$ cat config.mk
export PLATFORM = sky130hd
export DESIGN_NAME = pipe_stage_reg
export DESIGN_NICKNAME = d
export VERILOG_FILES = /design/src/rtl/pipe_stage_reg.sv
export SDC_FILE = /design/constraint.sdc
export NUM_CORES = 1
export LEC_CHECK = 0
export ABC_AREA = 1
export CORE_ASPECT_RATIO = 1.25
export CORE_MARGIN = 5
export CORE_UTILIZATION = 45
export CTS_CLUSTER_DIAMETER = 40
export DETAILED_ROUTE_END_ITERATION = 16
export GPL_TIMING_DRIVEN = 1
export PLACE_DENSITY = 0.86
export RECOVER_POWER = 50
export SYNTH_ARGS = -nofsm -noshare
export SYNTH_HDL_FRONTEND = slang
export SYNTH_SLANG_ARGS = --single-unit
$ cat constraint.sdc
create_clock -name clk -period 1.98 [get_ports clk]
set_clock_uncertainty 0.05 [all_clocks]
set_input_delay 0.396 -clock clk [delete_from_list [all_inputs] [get_ports clk]]
set_output_delay 0.396 -clock clk [all_outputs]
set_load 0.02 [all_outputs]
$ cat src/rtl/pipe_stage_reg.sv
// pipe_stage_reg: pipeline boundary register with valid/ready flow control,
// synchronous flush, bubble insertion and an optional one-entry skid buffer.
//
// Handshake: a transfer on either side happens on a rising edge where
// valid & ready are both high. valid never depends on ready. Once raised,
// out_valid stays high and out_data/out_ctrl stay stable until out_ready
// accepts the word (or a flush/reset kills it). When out_valid is low,
// out_ctrl always shows BUBBLE_CTRL, so a bubble can never write state
// downstream.
module pipe_stage_reg #(
  parameter int unsigned        DATA_W      = 101,
  parameter int unsigned        CTRL_W      = 3,
  parameter logic [CTRL_W-1:0]  BUBBLE_CTRL = '0,
  parameter bit                 SKID        = 1'b0
) (
  input  logic              clk,
  input  logic              reset,
  input  logic              flush,
  input  logic              in_valid,
  output logic              in_ready,
  input  logic [DATA_W-1:0] in_data,
  input  logic [CTRL_W-1:0] in_ctrl,
  output logic              out_valid,
  input  logic              out_ready,
  output logic [DATA_W-1:0] out_data,
  output logic [CTRL_W-1:0] out_ctrl
);

  // Next content for the main (output) register, chosen per SKID mode.
  logic              main_load;
  logic              main_valid_n;
  logic [DATA_W-1:0] main_data_n;
  logic [CTRL_W-1:0] main_ctrl_n;

  if (SKID == 1'b0) begin : g_direct
    // Single register: ready whenever the held word leaves or none is held.
    always_comb begin
      in_ready     = out_ready | ~out_valid;
      main_load    = in_ready;
      main_valid_n = in_valid;
      main_data_n  = in_data;
      main_ctrl_n  = in_ctrl;
    end
  end else begin : g_skid
    logic              skid_valid;
    logic [DATA_W-1:0] skid_data;
    logic [CTRL_W-1:0] skid_ctrl;

    // Main refills from skid first so order is kept; in_ready is a pure
    // register output, which breaks the combinational ready chain.
    always_comb begin
      in_ready     = ~skid_valid;
      main_load    = out_ready | ~out_valid;
      main_valid_n = skid_valid | in_valid;
      main_data_n  = skid_valid ? skid_data : in_data;
      main_ctrl_n  = skid_valid ? skid_ctrl : in_ctrl;
    end

    // Skid entry: fills when main is stuck, drains whenever main reloads.
    // An input can only arrive while skid is empty, so a reload of main
    // never has to capture a new word into skid in the same cycle.
    always_ff @(posedge clk) begin
      if (reset) begin
        skid_valid <= 1'b0;
        skid_data  <= '0;
        skid_ctrl  <= '0;
      end else if (flush) begin
        skid_valid <= 1'b0;
      end else if (main_load) begin
        skid_valid <= 1'b0;
      end else if (in_valid && !skid_valid) begin
        skid_valid <= 1'b1;
        skid_data  <= in_data;
        skid_ctrl  <= in_ctrl;
      end
    end
  end

  // Main register: flush beats any load; a bubble keeps the old data bits.
  always_ff @(posedge clk) begin
    if (reset) begin
      out_valid <= 1'b0;
      out_ctrl  <= BUBBLE_CTRL;
      out_data  <= '0;
    end else if (flush) begin
      out_valid <= 1'b0;
      out_ctrl  <= BUBBLE_CTRL;
    end else if (main_load) begin
      out_valid <= main_valid_n;
      out_ctrl  <= main_valid_n ? main_ctrl_n : BUBBLE_CTRL;
      if (main_valid_n) begin
        out_data <= main_data_n;
      end
    end
  end

endmodule

==> results.json, run 1 <==
{
  "ctsHtreeMaxLevel": 3,
  "ys_types": 15,
  "yosys-top-cells-area": "dfxtp_1, a21oi_1, nand3_1",
  "grt_setup_unrepaired": "no",
  "synth_edf_count": 0,
  "cp_num_buf_inv": 1,
  "fp.coreArea_sq_um": 10110,
  "vdd_ir_drop_max_v": 0.0003796,
  "grt-ovfl-total": 0,
  "cts_setup_buffers": 0,
  "endpoint_kind": "primary output",
  "die_w_microns": 101.1,
  "ctsResizeCount": 1,
  "ys_seq_area_share_pct": 45.05,
  "n_fill_cell": 807,
  "clkSinkCount": 105,
  "period_minus_slack_ns": 1.883,
  "syn_avg_cell_area_sq_um": 6.831,
  "yosysWarningCount": 0,
  "finalSetupTns_ns": 0,
  "synthFlopType": "dfxtp_1",
  "p_comb_share_pct": 22.0,
  "cts.path.max_buffers": 2,
  "drcViolationCount": 0,
  "root_buffer": "clkbuf_16",
  "pre_cts_ws_ns": -0.08582,
  "clkTransAtPathRegs_ns": 0.06,
  "drtIter0Drc": 187,
  "total_power_uw": 5248,
  "dp_hpwl_mm": 9.143,
  "cts_hold_buf": 0,
  "numCtsBuffers": 9,
  "status": "finished, final reports clean",
  "synth.largest_area_cell": "dfxtp_1",
  "p_clk_share_pct": 33.7,
  "tritoncts": "built",
  "die_area_sq_um": 12520,
  "grt_pass1_wl_mm": 20.20,
  "synth_nets": 792,
  "grt_max_degree": 94,
  "clk_latency_ns": 0.33,
  "die_h_microns": 123.8,
  "dp.cells": 985,
  "synth_seq_cells": 105,
  "netlist_area_sq_um": 4666,
  "max_freq_mhz": 531.2,
  "start_util_pct": 46.17,
  "antennaDiodeCount": 0,
  "synth-async-reset-ratio_pct": 0,
  "routedWlPerCell_microns": 12.97,
  "worstPathArrival_ns": 1.44,
  "cp_max_fo": 3,
  "crit_chain": "clkdlybuf4s50_1",
  "intPower_uw": 3888,
  "leakage_uw": 0.003259,
  "drive_above_1_share_pct": 3.674,
  "path_delay_family": "buffers and inverters",
  "swShare_pct": 25.91,
  "crit_required_ns": 1.53,
  "final_cells": 1000,
  "timing.final.ws_setup_ns": 0.09750,
  "wirelength_mm": 12.97,
  "num_rows": 41,
  "grt_antenna_before_repair": 0,
  "dr.pass1.iters": 4,
  "slowest_delay_ns": 0.66,
  "hold_viol_final": 0,
  "p_sw_uw": 1360,
  "seqPwrFrac_pct": 44.3,
  "grt_usage_pct": 19.95,
  "netlist_instances": 683,
  "gp_congestion": 0.7695,
  "powerDensity_nw_per_um2": 737.0,
  "drtAntennaViolNets": 0,
  "min_period_over_period_pct": 95.08,
  "slowest_stage": "clkdlybuf4s50_1",
  "finalNetCount": 976,
  "ys_top_cells_by_count": "a21oi_1, dfxtp_1, nand2_1, nand3_1",
  "setup_viol": 0,
  "criticalPathCategory": "flip-flop to primary output",
  "syn2layout_area_growth_pct": 52.64,
  "num_vias": 4743,
  "via_per_inst": 4.743,
  "grt_pass1_vias": 4253,
  "finalMaxSlewViolations": 0,
  "yosysTopAreaCellShare_pct": 45.05,
  "io_buffer_count": 214,
  "worstMarginPinSlew_ns": 0.6399,
  "slew_headroom_pct": 57.34,
  "cp-start-kind": "flip-flop",
  "io_pins": 215,
  "maxCapViolations": 0,
  "min_path_type": "flip-flop to flip-flop"
}
-- cells in the final DEF, fill, tap and decap left out --
master,netlist,final
clkdlybuf4s50_1,0,212
a21oi_1,105,105
dfxtp_1,105,105
nand3_1,104,104
nand2_1,104,104
inv_1,102,103
nor2_1,102,102
clkbuf_16,0,9
buf_4,17,7
buf_12,0,4
inv_2,3,2
clkbuf_8,0,2
clkbuf_1,4,2
buf_6,2,2
nand2_8,0,1
nor2_8,1,1
or2_2,1,1
bufinv_16,0,1
clkinvlp_4,0,1
dlygate4sd3_1,0,1
dlygate4sd2_1,0,1
clkbuf_2,0,1
-- kinds of logic after synthesis --
kind of cell	Yosys count	share of synthesized area [%]
AND/OR/NAND/NOR	313	28.43
buffers and inverters	160	15.26
flip-flops	105	45.05
AO/OA/AOI/OAI	105	11.26
-- layer usage --
layer | share of wire, % | track usage [%]
met5 | 0 | 0
met4 | 3.8 | 9.809
met3 | 7.6 | 4.818
met2 | 50 | 34.49
met1 | 39 | 22.87
-- power by group through the flow --
stage | clock, uW | sequential [uW] | combinational [uW]
2_1_floorplan | 0 | 2550 | 411
3_3_place_gp | 0 | 2360 | 1150
6_report | 1770 | 2330 | 1150
3_5_place_dp | 0 | 2370 | 1160
4_1_cts | 1820 | 2330 | 1170
5_1_grt | 1920 | 2340 | 1260
-- state kept, by name, summed over array words and instances (netlist names) --
signal	count
out_data	101
out_ctrl	3
out_valid	1
-- cell type report --
class | instances | area [sq um] | area share [%]
inverters | 105 | 394.1 | 5.534
clock buffers | 13 | 260.3 | 3.654
flip-flops and latches | 105 | 2102 | 29.52
well taps | 129 | 161.4 | 2.266
repair buffers | 228 | 2301 | 32.31
clock inverters | 2 | 37.54 | 0.5271
multi-input cells | 418 | 1866 | 26.19
-- worst paths after layout --
| check | from | end | slack (ns) | cells past startpoint |
|---|---|---|---|---|
| min reg2reg | out_ctrl[2]$_SDFFE_PP0P_ | out_ctrl[2]$_SDFFE_PP0P_ | 0.41 | 2 |
| max reg2reg | out_valid$_SDFFE_PP0P_ | out_data[37]$_SDFFE_PP0P_ | 0.42 | 6 |
| max | out_valid$_SDFFE_PP0P_ | out_valid | 0.1 | 1 |
| min | out_ctrl[2]$_SDFFE_PP0P_ | out_ctrl[2]$_SDFFE_PP0P_ | 0.41 | 2 |
-- per-stage QoR --
stage / utilization [%] / hold slack (ns) / area [sq um]
6_report: 70.47 / 0.4123 / 7122
2_1_floorplan: - / 0.4878 / 4666
3_3_place_gp: 67.74 / 0.4006 / 6845
5_1_grt: 70.47 / 0.4514 / 7122
4_1_cts: 70.67 / 0.4149 / 7142
3_5_place_dp: 67.74 / 0.4050 / 6845
(Power assumes the default switching activity.)
==> run 2: changes to the inputs <==
- CTS_CLUSTER_DIAMETER: 40 -> 80
- GPL_ROUTABILITY_DRIVEN: default -> 0
==> results of run 2 <==
No change in the layout: final DEF, timing and power equal those of run 1.
==> RTL change: new RTL, settings of run 1 <==
The parameter `SKID` goes from 1'b0 to 1'b1.
--- a/src/rtl/pipe_stage_reg.sv
+++ b/src/rtl/pipe_stage_reg.sv
@@ -13,3 +13,3 @@
   parameter logic [CTRL_W-1:0]  BUBBLE_CTRL = '0,
-  parameter bit                 SKID        = 1'b0
+  parameter bit                 SKID        = 1'b1
 ) (
Function: changed (a bounded check fails within 4 cycles, from zero or initial values and one cycle with reset high).
==> RTL change against run 1 <==
  * Cell count increased by 100%
  * Worst setup slack worse by 0.049 ns
  * Utilization down 10 points
  * Sequential cell count is 105 higher
  * Global-route usage decreased by 0.31 points
  * Fmax decreased by 2.5%
  * Sequential power is 94% higher
  * Die area up 97%
  * Via count grew 100%
  * Final area rose by 80%
  * Total power rose by 100%
  * Wire length up 92%
  * Synthesized area is 110% higher
  * Critical endpoint is now out_data[64]
==> RTL change: results (changes against run 1) <==
metric,value,unit,change
count of buffers from port buffering,214,,unchanged
largest net degree at the start of global routing,206,,+120%
Final Cell Area,12800,µm²,+80%
initial drt markers,703,,+280%
number of antenna violations at the first check in global routing,0,,unchanged
combined global-route utilization of all metal layers,19.6,%,-0.31 points
buffer cell driving the clock tree root,sky130_fd_sc_hd__clkbuf_16,,
number of fillers in the final layout,1961,,+140%
Synth area leaders,"sky130_fd_sc_hd__dfxtp_1 43%, sky130_fd_sc_hd__nor2_1 16%, sky130_fd_sc_hd__nand2_1 16%",,
Post-Place Setup Slack,0.0176,ns,+0.103 ns
post-synthesis cell type count,17,,+2
Tightest Pin Transition,0.805,ns,+0.165 ns
run status,"complete, no violations",,
number of levels in the clock H-tree,1,,-2
startpoint of the lowest-slack register-to-register path,g_skid.skid_valid,,
largest voltage drop on the vdd net,0.549,mV,+45%
fin nets,1838,,+88%
Critical Path AT,1.49,ns,+0.05 ns
via count,9524,,+100%
number of global-route vias before repair,9136,,+110%
final weighted congestion in routability-driven placement,0.775,,+0.75%
start point of the critical path,out_data[64],,
hold_sp,g_skid.skid_data[31],,
Clock Tree Buf Depth,3,,+1
clock latency at the later pin of the worst-skew pair,0.51,ns,+0.18 ns
end point of the most critical hold path,g_skid.skid_data[31],,
largest registers ranked by flip-flop count,"g_skid.skid_data (101), out_data (101)",,
Critical Path Sink,out_data[64],,
Pleak,5.95,nW,+83%
post-CTS setup buffer count,0,,unchanged
register clock-pin slew on the reported worst setup and hold paths,0.06,ns,about the same
"Top FF cell, synth",sky130_fd_sc_hd__dfxtp_1,,
cell family contributing the most delay on the critical path,buffers and inverters,,
fraction of layout instances using a drive strength above 1,3.89,%,+0.22 points
sequential fraction of the synthesis area,43.2,%,-1.9 points
Detailed Place HPWL,15900,µm,+74%
DRC,0,,unchanged
slowest stage cell on the critical path,sky130_fd_sc_hd__clkdlybuf4s50_1,,
Reg2Reg Capture Point,out_data[78],,
Worst Path Max Fanout,2,,-1
post-synth net total,1679,,+110%
slowest cell delay on critical path,0.63,ns,-0.03 ns
worst-case register-to-register setup slack,0.19,ns,-0.23 ns
number of buffers inserted during clock tree synthesis,24,,+15
number of gates given a new drive strength after cts,5,,+4
first-pass iteration count of the detailed router,5,,+1
post-DR wirelength/cell,12.3,µm,-5.1%
placed cell area,12100,µm²,+77%
worst hold path class,reg -> reg,,
wire length of the first global-routing pass,42000,µm,+110%
net switching share of the total power,26.1,%,+0.17 points
R2R cell count,4,,-2
ys async rst share,0,%,unchanged
count of cells along the worst hold path,2,,unchanged
post-route setup slack,0.0485,ns,-0.0490 ns
top post-synthesis cells by count,"415 x sky130_fd_sc_hd__nor2_1, 414 x sky130_fd_sc_hd__nand2_1, 210 x sky130_fd_sc_hd__dfxtp_1",,
total number of yosys warnings,0,,unchanged
[RTL change: power groups by stage]
| stage | Clock [mW] | Combinational [mW] | Sequential, mW |
|---|---|---|---|
| 6_report | 4.52 | 1.48 | 4.51 |
| 5_1_grt | 4.81 | 1.64 | 4.53 |
| 4_1_cts | 4.63 | 1.51 | 4.51 |
| 3_5_place_dp | 0 | 1.50 | 4.60 |
| 3_3_place_gp | 0 | 1.47 | 4.59 |
| 2_1_floorplan | 0 | 0.637 | 4.77 |
[RTL change: layer usage]
metal  wire [µm]  part of all wire, %  vias to the layer above  global-route usage (%)
met2       12100                   49                      294                    34.1
met3        1770                  7.1                       42                    3.77
met4         559                  2.2                        0                    5.48
met1       10500                   42                     4227                    24.7
li1            -                    -                     4961                       -
met5           0                    0                        -                       0
[RTL change: cell families after synthesis]
group                  after synthesis  share of synthesized area, %
AND/OR/NAND/NOR                    939                          37.8
buffers and inverters              313                          13.5
AO/OA/AOI/OAI                      108                          5.55
flip-flops                         210                          43.2
[RTL change: final cells by class]
type | instances | area (µm²) | area share, %
tap | 279 | 349 | 2.72
sequential | 210 | 4200 | 32.7
antenna | 2 | 5.00 | 0.0390
timing repair buffer | 233 | 2430 | 19.0
clock buffer | 32 | 712 | 5.54
inverter | 213 | 805 | 6.26
multi-input combinational | 1047 | 4230 | 32.9
clock inverter | 11 | 109 | 0.847
[RTL change: metrics by stage]
step	cells	hold slack, ns
after global routing	2025	0.452
after CTS	2025	0.434
after detailed placement	1982	0.422
final	2027	0.432
after floorplan	1570	0.404
after global placement	1982	0.412
